File: config.mk
export PLATFORM = sky130hd
export DESIGN_NAME = ins_fetch_decode
export DESIGN_NICKNAME = d
export VERILOG_FILES = /design/src/rtl/pre_calc_pkg.sv /design/src/rtl/ins_field_decoder.sv /design/src/rtl/ins_fetch_decode.sv
export SDC_FILE = /design/constraint.sdc
export NUM_CORES = 1
export LEC_CHECK = 0
export CAP_MARGIN = 20
export CORE_ASPECT_RATIO = 0.9
export CORE_MARGIN = 5
export CORE_UTILIZATION = 43
export CTS_BUF_LIST = sky130_fd_sc_hd__clkbuf_2 sky130_fd_sc_hd__clkbuf_4 sky130_fd_sc_hd__clkbuf_8
export CTS_CLUSTER_DIAMETER = 50
export DETAILED_ROUTE_END_ITERATION = 8
export HOLD_SLACK_MARGIN = 0.03
export PLACE_DENSITY = 0.81
export SYNTH_ARGS = -nofsm -noshare
export SYNTH_HDL_FRONTEND = slang
export SYNTH_HIERARCHICAL = 1
export SYNTH_SLANG_ARGS = --single-unit
File: constraint.sdc
create_clock -name clk -period 1.5 [get_ports clk]
set_input_delay 0.3 -clock clk [delete_from_list [all_inputs] [get_ports clk]]
set_output_delay 0.3 -clock clk [all_outputs]
set_load 0.03 [all_outputs]
File: src/rtl/pre_calc_pkg.sv
// Shared types for the fetch/decode front end feeding the pre-calc queue.
// Word layout, opcode constants, decoded-instruction and hold-slot bundles.
package pre_calc_pkg;

    localparam int INS_W = 21;
    localparam int OP_W  = 4;
    localparam int REG_W = 4;
    localparam int IME_W = 5;

    localparam logic [OP_W-1:0] OP_BR   = 4'hC;
    localparam logic [OP_W-1:0] OP_HALT = 4'hF;

    typedef struct packed {
        logic [OP_W-1:0]  op;
        logic [REG_W-1:0] des;
        logic [REG_W-1:0] s1;
        logic [REG_W-1:0] s2;
        logic [IME_W-1:0] ime;
    } ins_t;

    typedef struct packed {
        ins_t ins;
        logic br;
        logic v;
    } slot_t;

    typedef enum logic {
        FETCH = 1'b0,
        HALT  = 1'b1
    } fetch_state_e;

endpackage

File: src/rtl/ins_field_decoder.sv
// Splits one 21-bit instruction word into fields and flags branch/halt.
// Purely combinational.
module ins_field_decoder
    import pre_calc_pkg::*;
(
    input  logic [INS_W-1:0] word_i,
    output ins_t             ins_o,
    output logic             is_br_o,
    output logic             is_halt_o
);

    always_comb begin
        ins_o.op  = word_i[20:17];
        ins_o.des = word_i[16:13];
        ins_o.s1  = word_i[12:9];
        ins_o.s2  = word_i[8:5];
        ins_o.ime = word_i[4:0];
    end

    assign is_br_o   = (word_i[20:17] == OP_BR);
    assign is_halt_o = (word_i[20:17] == OP_HALT);

endmodule

File: src/rtl/ins_fetch_decode.sv
// Two-wide fetch/decode front end with a two-slot hold buffer.
// Define FETCH_SKID_EN for a 2-word skid register and 1 pair/cycle fetch.
module ins_fetch_decode
    import pre_calc_pkg::*;
#(
    parameter int                ADDR_W   = 8,
    parameter logic [ADDR_W-1:0] RESET_PC = '0
) (
    input  logic              clk,
    input  logic              rst,
    output logic              imem_req,
    output logic [ADDR_W-1:0] imem_addr,
    input  logic [INS_W-1:0]  imem_rdata_0,
    input  logic [INS_W-1:0]  imem_rdata_1,
    input  logic              imem_rvld,
    input  logic              entry_full,
    input  logic              branch_full,
    input  logic              flush_en,
    input  logic [ADDR_W-1:0] flush_pc,
    output logic              ins_new_1_vld,
    output logic              ins_new_2_vld,
    output logic [3:0]        ins_1_op,
    output logic [3:0]        ins_1_des,
    output logic [3:0]        ins_1_s1,
    output logic [3:0]        ins_1_s2,
    output logic [4:0]        ins_1_ime,
    output logic [3:0]        ins_2_op,
    output logic [3:0]        ins_2_des,
    output logic [3:0]        ins_2_s1,
    output logic [3:0]        ins_2_s2,
    output logic [4:0]        ins_2_ime
);

    ins_t              dec0, dec1;
    logic              br0, br1, halt0, halt1;
    slot_t             r0, r1;
    slot_t             h0_q, h0_d, h1_q, h1_d;
    fetch_state_e      state_q, state_d;
    logic [ADDR_W-1:0] pc_q, pc_d;
    logic              run_q;
    logic              vld1, vld2, hold_free;
    logic              resp, halt_seen, req;

    ins_field_decoder u_dec0 (
        .word_i    (imem_rdata_0),
        .ins_o     (dec0),
        .is_br_o   (br0),
        .is_halt_o (halt0)
    );

    ins_field_decoder u_dec1 (
        .word_i    (imem_rdata_1),
        .ins_o     (dec1),
        .is_br_o   (br1),
        .is_halt_o (halt1)
    );

    // A halt word kills itself and everything after it in the pair
    assign r0 = '{ins: dec0, br: br0, v: ~halt0};
    assign r1 = '{ins: dec1, br: br1, v: ~halt0 & ~halt1};

    assign vld1 = h0_q.v & ~entry_full
                & ~(h0_q.br & branch_full) & ~flush_en;
    assign vld2 = vld1 & h1_q.v
                & ~(h1_q.br & (branch_full | h0_q.br));

    assign hold_free = ~h0_q.v | (vld1 & (~h1_q.v | vld2));
    assign resp      = imem_rvld & ~flush_en & (state_q == FETCH);
    assign halt_seen = resp & (halt0 | halt1);

`ifdef FETCH_SKID_EN
    slot_t k0_q, k0_d, k1_q, k1_d;

    assign req = run_q & (state_q == FETCH) & ~flush_en
               & ~halt_seen & ~k0_d.v;
`else
    logic pend_q;

    assign req = run_q & (state_q == FETCH) & ~flush_en
               & ~halt_seen & ~pend_q & hold_free;
`endif

    always_comb begin
        h0_d = h0_q;
        h1_d = h1_q;
`ifdef FETCH_SKID_EN
        k0_d = k0_q;
        k1_d = k1_q;
`endif
        if (vld1 && h1_q.v && !vld2) begin
            h0_d   = h1_q;
            h1_d.v = 1'b0;
        end else if (vld1) begin
            h0_d.v = 1'b0;
            h1_d.v = 1'b0;
        end
`ifdef FETCH_SKID_EN
        if (hold_free && k0_q.v) begin
            h0_d   = k0_q;
            h1_d   = k1_q;
            k0_d.v = 1'b0;
            k1_d.v = 1'b0;
            if (resp) begin
                k0_d = r0;
                k1_d = r1;
            end
        end else if (resp) begin
            if (hold_free) begin
                h0_d = r0;
                h1_d = r1;
            end else begin
                k0_d = r0;
                k1_d = r1;
            end
        end
`else
        if (resp) begin
            h0_d = r0;
            h1_d = r1;
        end
`endif
        if (flush_en) begin
            h0_d.v = 1'b0;
            h1_d.v = 1'b0;
`ifdef FETCH_SKID_EN
            k0_d.v = 1'b0;
            k1_d.v = 1'b0;
`endif
        end
    end

    always_comb begin
        state_d = state_q;
        pc_d    = pc_q;
        if (req) begin
            pc_d = pc_q + ADDR_W'(2);
        end
        if (halt_seen) begin
            state_d = HALT;
        end
        if (flush_en) begin
            state_d = FETCH;
            pc_d    = flush_pc & ~ADDR_W'(1);
        end
    end

    // run_q keeps imem_req low while reset is held
    always_ff @(posedge clk or negedge rst) begin
        if (!rst) begin
            state_q <= FETCH;
            pc_q    <= RESET_PC;
            run_q   <= 1'b0;
            h0_q    <= '0;
            h1_q    <= '0;
`ifdef FETCH_SKID_EN
            k0_q    <= '0;
            k1_q    <= '0;
`else
            pend_q  <= 1'b0;
`endif
        end else begin
            state_q <= state_d;
            pc_q    <= pc_d;
            run_q   <= 1'b1;
            h0_q    <= h0_d;
            h1_q    <= h1_d;
`ifdef FETCH_SKID_EN
            k0_q    <= k0_d;
            k1_q    <= k1_d;
`else
            pend_q  <= req;
`endif
        end
    end

    assign imem_req  = req;
    assign imem_addr = pc_q;

    assign ins_new_1_vld = vld1;
    assign ins_new_2_vld = vld2;

    assign ins_1_op  = h0_q.ins.op;
    assign ins_1_des = h0_q.ins.des;
    assign ins_1_s1  = h0_q.ins.s1;
    assign ins_1_s2  = h0_q.ins.s2;
    assign ins_1_ime = h0_q.ins.ime;
    assign ins_2_op  = h1_q.ins.op;
    assign ins_2_des = h1_q.ins.des;
    assign ins_2_s1  = h1_q.ins.s1;
    assign ins_2_s2  = h1_q.ins.s2;
    assign ins_2_ime = h1_q.ins.ime;

endmodule

Word level (Yosys, flattened, before mapping)
Cells that the tools add are included.
Widths: inputs -> output; s select.

storage, ports and cells
  register bits = 57
  output and inout port bits = 53

operators by class
  add/sub/neg operators = 1
  equality and inequality tests = 4
  muxes and demuxes = 12
  bitwise logic cells = 32
  reductions and logical operators = 7

operators by type and width
  cell                 count
  $mux 23              1
  $mux 22              1
  $and 1x1->1          17
  $eq 4x4->1 const B   4
  $mux 8               2
  $not 1->1            11
  $add 8x2->8 const B  1
  $mux 1               8
  $reduce_bool 2->1    3
  $or 1x1->1           4
  $reduce_bool 4->1    1
  $logic_and 1x1->1    2
  $logic_not 1->1      1

Depth between registers and ports, before layout
Gate-level depths: netlist of the first run.

  depth after elaboration = 12
  gate-level depth with buffers = 6
  depth with buffers taken out = 5

Hierarchy
Netlist of the first run, hierarchy kept.

by module, submodules not included
  module             times used  cells an instance  area each (um^2)  sequential area each (um^2)
  ins_fetch_decode   1           311                2876.5            1401.3
  ins_field_decoder  2           23                 180.2             0.0

Least setup slack after synthesis of the first run
Ideal clock, no wire load.

  kind = in2out
  start = input flush_en
  end = output ins_new_2_vld
  arrival time = 1576 ps
  path slack = -376 ps
  cell stages on the path = 5
  cells stage by stage = buf_2 > inv_1 > clkbuf_1 > nand2_1 > nor3_1

between the ends
  word-level cells in the longest chain between the ends = 4

ends and longest elaborated chain
  item             RTL line                source
  start, declared  ins_fetch_decode.sv:18  input logic flush_en,
  $not 1->1        ins_fetch_decode.sv:63  & ~(h0_q.br & branch_full) & ~flush_en;
  $and 1x1->1      ins_fetch_decode.sv:63
  $and 1x1->1      ins_fetch_decode.sv:64  assign vld2 = vld1 & h1_q.v
  $and 1x1->1      ins_fetch_decode.sv:65  & ~(h1_q.br & (branch_full | h0_q.br));
  end, declared    ins_fetch_decode.sv:21  output logic ins_new_2_vld,

Every way passes these cells.

Worst setup path after layout of the first run
  start = register h0_q[1] (netlist name)
  end = output imem_req

between the ends
  word-level cells in the longest chain between the ends = 10

ends and longest elaborated chain
  item                      RTL line                 source
  start, declared           ins_fetch_decode.sv:37   slot_t h0_q, h0_d, h1_q, h1_d;
  start signal, assigned    ins_fetch_decode.sv:153  h0_q <= '0;
  start signal, assigned    ins_fetch_decode.sv:165  h0_q <= h0_d;
  $and 1x1->1               ins_fetch_decode.sv:63
  $not 1->1                 ins_fetch_decode.sv:63
  $and 1x1->1 (2 in a row)  ins_fetch_decode.sv:63
  $and 1x1->1               ins_fetch_decode.sv:64
  $and 1x1->1               ins_fetch_decode.sv:65
  $or 1x1->1                ins_fetch_decode.sv:67   assign hold_free = ~h0_q.v | (vld1 & (~h1_q.v | vld2));
  $and 1x1->1 (*)           ins_fetch_decode.sv:67
  $or 1x1->1 (*)            ins_fetch_decode.sv:67
  $and 1x1->1 (*)           ins_fetch_decode.sv:80   & ~halt_seen & ~pend_q & hold_free;
  end, declared             ins_fetch_decode.sv:11   output logic imem_req,

Mark *: on every way between the ends. The rest lies on a longest branch, timed or not.

==> impl_results.md, run 1 <==
* Status: complete, but fails checks
* Failing checks: negative setup slack
* Synthesized area at ~3200 sq um
* DP HPWL at around 5.6 mm
* CP max stage cell: dfrtp_1
* Routability cong. at 0.826
* Minimum hold slack at about 0.37 ns
* Port Buf Inserts at roughly 110
* Leak pwr at ~2.2 nW
* Largest family of logic cells by synthesized area: buffers and inverters
* I/O pins at 109
* Gr usage total at around 18%
* Combinational share of power at between 30% and 40%
* Compound-Gate Fraction of Synth Area at 8.70%
* Worst path cell trace: o211ai_1 > a21boi_4 > nor2_4 > buf_6
* Prevailing post-synth register cell: dfrtp_1
* Worst IR drop on VDD at roughly 600 uV
* Switch share at 35.8%
* Worst skew pair latency at about 0.31 ns
* CTS tree: built
* Synthesis Warnings at 6
* Post-synth EDFFs at 0
* Part of the Yosys area used for sequential elements at ~43%
* Most area-consuming cells after synthesis: dfrtp_1 43%, buf_4 20%, nand2_1 11%, mux2i_1 6.5%, o21ai_0 3.1%
* Post-synthesis mux area share at between 6 and 7%
* Antenna diode instance count at 0
* Core area at between 7000 and 8000 sq um
* RSZ-0062 raised after global routing: yes
* Top-area cell type share of the netlist area at around 43%
* Clock power frac at between 20% and 30%
* ANT nets after route at 0
* Clock transition at path regs at around 0.11 ns
* Total gr overflow at 0
* Area growth, synth to finish at 43.6%
* Die area at between 9000 and 10000 sq um
* Worst path max stage delay at approximately 0.42 ns
* Setup CP Type: reg2out
* First-pass GRT wire length at 13.3 mm
* Crit path capture type: primary output
* # setup viols final at 29
* Async S/R FF share, synth at 100%
* Most common cell after layout, fill and taps aside: nand2_1
* Largest net degree at the start of global routing at 57
* Final Slew Violations at 0
* Worst slack at placement at -0.612 ns
* XOR/XNOR Fraction of Synth Area at 0%
* Flip-flop and latch count after synthesis at between 50 and 60
* Drt wl/cell at approximately 17 um
* Clock sinks at 56
* Int Power at 0.00301 W
* Initial core utilization at a little over two fifths
* Fmax achieved at approximately 570 MHz
* Die H at 92.3 um
* Synth Area in Adders at less than 1%
* Layout cells sized above 1 at between 30% and 40%
* Vias in the first global route at 2723
* Crit path buffers/inverters at 1
* DRC at 0
* Pwr per Cell Area at 1010 nW/um^2
* CP top delay family: compound AO/OA/AOI/OAI gates
* Max-Cap Viols at 0
* Vias per Instance at 4.99
* Final worst setup slack at -0.256 ns
* Yosys cell types at approximately 40
* Switch Pwr at between 0.0015 and 0.002 W
* Post-Synth Simple-Gate Area at a little under a fifth
* H-tree levels at 2
* Total Nets Final at 478
* DRT Pass-1 Iters at 4
* Hold crit path type: in2reg
* Mapped Cells at 357
* Commonest non-fill, non-tap cells in the layout: 75 x nand2_1, 57 x dlygate4sd2_1, 49 x dfrtp_1
* Initial drt markers at between 90 and 100
* Root Buffer: clkbuf_8
* Tmin final at 1.76 ns
* Syn_nets at ~410
* Sequential share of power at 41.7%
* Worst Path Arrival at 1.46 ns
* Final core utilization at between 60% and 70%
* Final hold vios at 0
* Routed WL at just under 9 mm
* Clk_skew at around 0.018 ns
* Num CTS Buffers at 5
* CP max FO at 9
* Vias at between 2000 and 3000
* Final Cycle Share at 117%
* Setup crit start kind: register
* Worst EP required at between 1 and 1.5 ns
* Initial antenna violation count at 0
* Post-synth top area cell: dfrtp_1
* Num rows at 30
* Avg Cell Area, Syn at roughly 9 sq um
* Die X-Extent at 101 um
* Clock buffer depth at 2
[kinds of logic (layout without fill, tap and decap cells)]
| family | after synthesis | after routing |
|---|---|---|
| muxes | 21 | 21 |
| and+or+nand+nor | 131 | 131 |
| DFF | 56 | 56 |
| AOI/OAI and AO/OA | 44 | 44 |
| other | 2 | 2 |
| buffers and inverters | 102 | 167 |
| adders and majority gates | 1 | 1 |
[per-layer routing]
layer	routed length, um	up-vias	global-route usage [%]
met5	0	-	0
met4	90	0	4.87
met3	449	8	3.24
met2	4730	76	32.2
met1	3480	1273	21.7
li1	-	1226	-
[worst paths after layout]
path	from	end	slack [ns]	cells past startpoint
worst max register to register	h0_q[1]	imem_addr[7]	-0.16	4
max in group asynchronous	rst	imem_addr[2]	0.70	3
worst min-delay path	imem_rdata_1[17]	ins_2_op[0]	0.37	3
min in group asynchronous	rst	imem_addr[4]	0.52	3
worst max-delay path	h0_q[1]	imem_req	-0.26	4
worst min register to register	ins_1_s1[2]	ins_1_s1[2]	0.49	2
[cells in the mapped netlist, drive strengths merged (2+ instances only)]
library cell  count
a21oi             3
a31oi             4
and3              2
and4              2
and4bb            2
buf              95
clkbuf            4
conb              2
dfrtp            56
inv               3
mux2i            21
nand2            96
nand3             4
nand4             3
nor2              7
nor2b             2
nor3b             3
o211ai            3
o21ai            25
o31a              2
o31ai             2
or3               2
or4               3
[power groups by stage]
stage | Clock [W] | Combinational, W | Sequential (W)
global placement | 0 | 0.00161 | 0.00193
floorplan | 0 | 0.00115 | 0.00194
finish | 0.000995 | 0.00174 | 0.00195
CTS | 0.00101 | 0.00164 | 0.00191
detailed placement | 0 | 0.00165 | 0.00195
global route | 0.00107 | 0.00186 | 0.00199
[cell type report]
| class | instances | area (sq um) |
|---|---|---|
| sequential | 56 | 1410 |
| inverter | 3 | 11.3 |
| clock buffer | 6 | 76.3 |
| timing repair buffer | 156 | 1580 |
| tap | 96 | 120 |
| clock inverter | 2 | 35.0 |
| multi-input combinational | 199 | 1420 |
| fill | 616 | 2780 |
[metrics by stage]
stage	power (W)	instance area, sq um	setup TNS [ns]	cells
after CTS	0.00457	4470	-2.29	520
after global placement	0.00355	4040	-19.89	490
final	0.00469	4650	-2.24	518
after global routing	0.00492	4650	-4.16	518
after floorplan	0.00309	3260	-0.0519	357
after detailed placement	0.00359	4040	-21.71	490
[registers in the layout, indices dropped and copies added, names as in the netlist]
name	cells
h1_q	2
ins_1_s2	4
ins_1_des	4
imem_addr	7
ins_1_s1	4
ins_2_des	4
state_q	1
ins_2_op	4
ins_2_s2	4
ins_2_s1	4
ins_1_ime	5
h0_q	2
ins_1_op	4
pend_q	1
run_q	1
ins_2_ime	5
[worst register-to-register path: cells and delay by family (launching register included)]
kind | cells | cell delay [ns]
AO/OA/AOI/OAI | 3 | 0.63
flip-flops | 1 | 0.42
AND/OR/NAND/NOR | 1 | 0.52
[repair_timing]
action | 4_1_cts | 5_1_grt
resized for setup | 107 | 67
endpoints found under the setup margin | 83 | 56
hold buffers | 1 | 0
gates cloned | 5 | 3
pin swaps | 11 | 18
hold endpoints to repair | 56 | 0
buffers inserted | 17 | 2
No activity file was read; power rests on OpenSTA's default activity.
==> run 2: changes to the inputs <==
Settings changed: CORE_ASPECT_RATIO 0.9 to not set, MAX_ROUTING_LAYER set to met4.
==> impl_results.md, run 2 (same netlist as run 1, synthesis figures left out) <==
* Hold Path Stages at 3 (unchanged)
* # setup viols final at 29 (unchanged)
* Tmin final at 1.77 ns (was 1.76 ns)
* First-pass GRT wire length at 13.5 mm (was 13.3 mm)
* Clk_skew at 0.00784 ns (was 0.0177 ns)
* Total Nets Final at 504 (was 478)
* Die X-Extent at 96.8 um (was 101 um)
* Port Buf Inserts at 106 (unchanged)
* Hold crit path type: in2reg (unchanged)
* CP max stage cell: dfrtp_1 (unchanged)
* Max reg flops at 7 (unchanged)
* Worst IR drop on VDD at 561 uV (was 612 uV)
* Status: complete, but fails checks (unchanged)
* DP HPWL at 5.74 mm (was 5.59 mm)
* Routability cong. at 0.831 (was 0.826)
* Commonest non-fill, non-tap cells in the layout: 77 x nand2_1, 57 x dlygate4sd2_1, 50 x dfrtp_1 (was 75 x nand2_1, 57 x dlygate4sd2_1, 49 x dfrtp_1)
* Final hold vios at 0 (unchanged)
* Worst slack at placement at -0.571 ns (was -0.612 ns)
* Minimum hold slack at 0.358 ns (was 0.368 ns)
* Crit path capture type: primary output (unchanged)
* Largest net degree at the start of global routing at 57 (unchanged)
* Final-layout fill cell count at 592 (was 616)
* Worst path cell trace: o211ai_1 > a21boi_1 > buf_4 > nor2_4 > buf_6 (was o211ai_1 > a21boi_4 > nor2_4 > buf_6)
* Layout cells sized above 1 at 35.0% (was 31.3%)
* Die area at 9360 sq um (was 9370 sq um)
* Endpoint, Worst Hold: ins_2_op[1] (was ins_2_op[0])
* Vias at 2673 (was 2583)
* Vias in the first global route at 2744 (was 2723)
* Clock sinks at 56 (unchanged)
* CP max FO at 5 (was 9)
* DRT Pass-1 Iters at 4 (unchanged)
* Worst R2R End: imem_addr[6] (was imem_addr[7])
* Worst skew pair latency at 0.30 ns (was 0.31 ns)
* Fmax achieved at 566 MHz (was 569 MHz)
* H-tree levels at 2 (unchanged)
* Placed Area at 4120 sq um (was 4040 sq um)
* DRC at 0 (unchanged)
* Setup CP Type: reg2out (unchanged)
* CTS tree: built (unchanged)
* Clock transition at path regs at 0.09 ns (was 0.11 ns)
* Failing checks: negative setup slack (unchanged)
* Worst EP required at 1.20 ns (about the same)
* Initial core utilization at 44.4% (was 43.6%)
* Final worst setup slack at -0.266 ns (was -0.256 ns)
* ANT nets after route at 0 (unchanged)
* Worst reg-to-reg setup slack at -0.23 ns (was -0.16 ns)
* Die H at 96.8 um (was 92.3 um)
* I/O pins at 109 (unchanged)
* Post-Layout Inst Area at 4880 sq um (was 4650 sq um)
* Pwr per Cell Area at 960 nW/um^2 (was 1010 nW/um^2)
* Total gr overflow at 0 (unchanged)
* Worst R2R Start: h0_q[1] (unchanged)
* Initial antenna violation count at 1 (was 0)
* Area growth, synth to finish at 50.8% (was 43.6%)
* Leak pwr at 2.33 nW (was 2.18 nW)
* Num CTS Buffers at 5 (unchanged)
* Final Cycle Share at 118% (was 117%)
* Max-Cap Viols at 0 (unchanged)
* Worst Path Arrival at 1.47 ns (was 1.46 ns)
* Hold path start: imem_rdata_1[18] (was imem_rdata_1[17])
* Drt wl/cell at 16.1 um (was 16.9 um)
* Setup TNS Final at -2.89 ns (was -2.24 ns)
* Most common cell after layout, fill and taps aside: nand2_1 (unchanged)
* RSZ-0062 raised after global routing: yes (unchanged)
* Clock buffer depth at 2 (unchanged)
* Core area at 7290 sq um (was 7430 sq um)
* Initial drt markers at 50 (was 98)
* Root Buffer: clkbuf_8 (unchanged)
* Final Slew Violations at 0 (unchanged)
* Setup crit start kind: register (unchanged)
* Gr usage total at 17.8% (was 17.9%)
* Routed WL at 8.81 mm (was 8.76 mm)
* Worst path max stage delay at 0.42 ns (about the same)
* Num rows at 31 (was 30)
* Reg2Reg Depth at 6 (was 4)
* Vias per Instance at 4.88 (was 4.99)
## run 2: routing by layer
metal	part of all wire (%)	GRT usage (%)	vias to the layer above
met1	40	19.6	1281
li1	-	-	1281
met5	0	-	-
met4	1.0	4.00	0
met3	5.9	5.18	13
met2	53	31.9	98
## run 2: worst max path at each step
stage | from | to | slack, ns | depth (start not counted)
global route | h0_q[1] | imem_req | -0.34 | 5
finish | h0_q[1] | imem_req | -0.27 | 5
detailed placement | imem_rdata_1[20] | imem_addr[5] | -0.57 | 6
CTS | h0_q[0] | imem_req | -0.22 | 5
floorplan | flush_en | ins_new_2_vld | -0.05 | 5
global placement | imem_rdata_0[20] | imem_addr[6] | -0.47 | 6
## run 2: worst max-delay path, delay by kind of cell (launching register included)
family / cells / cell delay, ns
AO/OA/AOI/OAI: 2 / 0.29
AND/OR/NAND/NOR: 1 / 0.14
buffers and inverters: 2 / 0.31
flip-flops: 1 / 0.42
## run 2: final cells by class
cell class | count | area (sq um) | area share (%)
Antenna cell | 1 | 2.50 | 0.0513
Clock buffer | 8 | 104 | 2.13
Inverter | 3 | 13.8 | 0.282
Multi-Input combinational cell | 199 | 1440 | 29.5
Sequential cell | 56 | 1410 | 28.9
Tap cell | 99 | 124 | 2.54
Timing Repair Buffer | 182 | 1790 | 36.6
## run 2: what timing repair did
action                                  4_1_cts  5_1_grt
pin swaps                                    31       39
cloned                                        4        2
buffers inserted                             19       11
hold endpoints to repair                     56        0
gates resized for setup                     119       71
endpoints found under the setup margin       81       55
hold buffers                                  1        0
## run 2: stage by stage
stage	std cells	total power [W]	util, %
2_1_floorplan	357	0.00309	-
3_3_place_gp	505	0.00354	56.4
3_5_place_dp	505	0.00360	56.4
4_1_cts	537	0.00450	62.0
5_1_grt	548	0.00494	67.0
6_report	548	0.00468	67.0
## run 2: where the power goes
group / total (W) / internal, W / switching [W]
Clock: 0.000923 / 0.000441 / 0.000482
Combinational: 0.00181 / 0.000797 / 0.00101
Sequential: 0.00196 / 0.00175 / 0.000210
==> run 3: changes to the inputs <==
Settings changed: CTS_CLUSTER_DIAMETER 50 to not set.
==> results of run 3 <==
No change in the layout: final DEF, timing and power equal those of run 2.
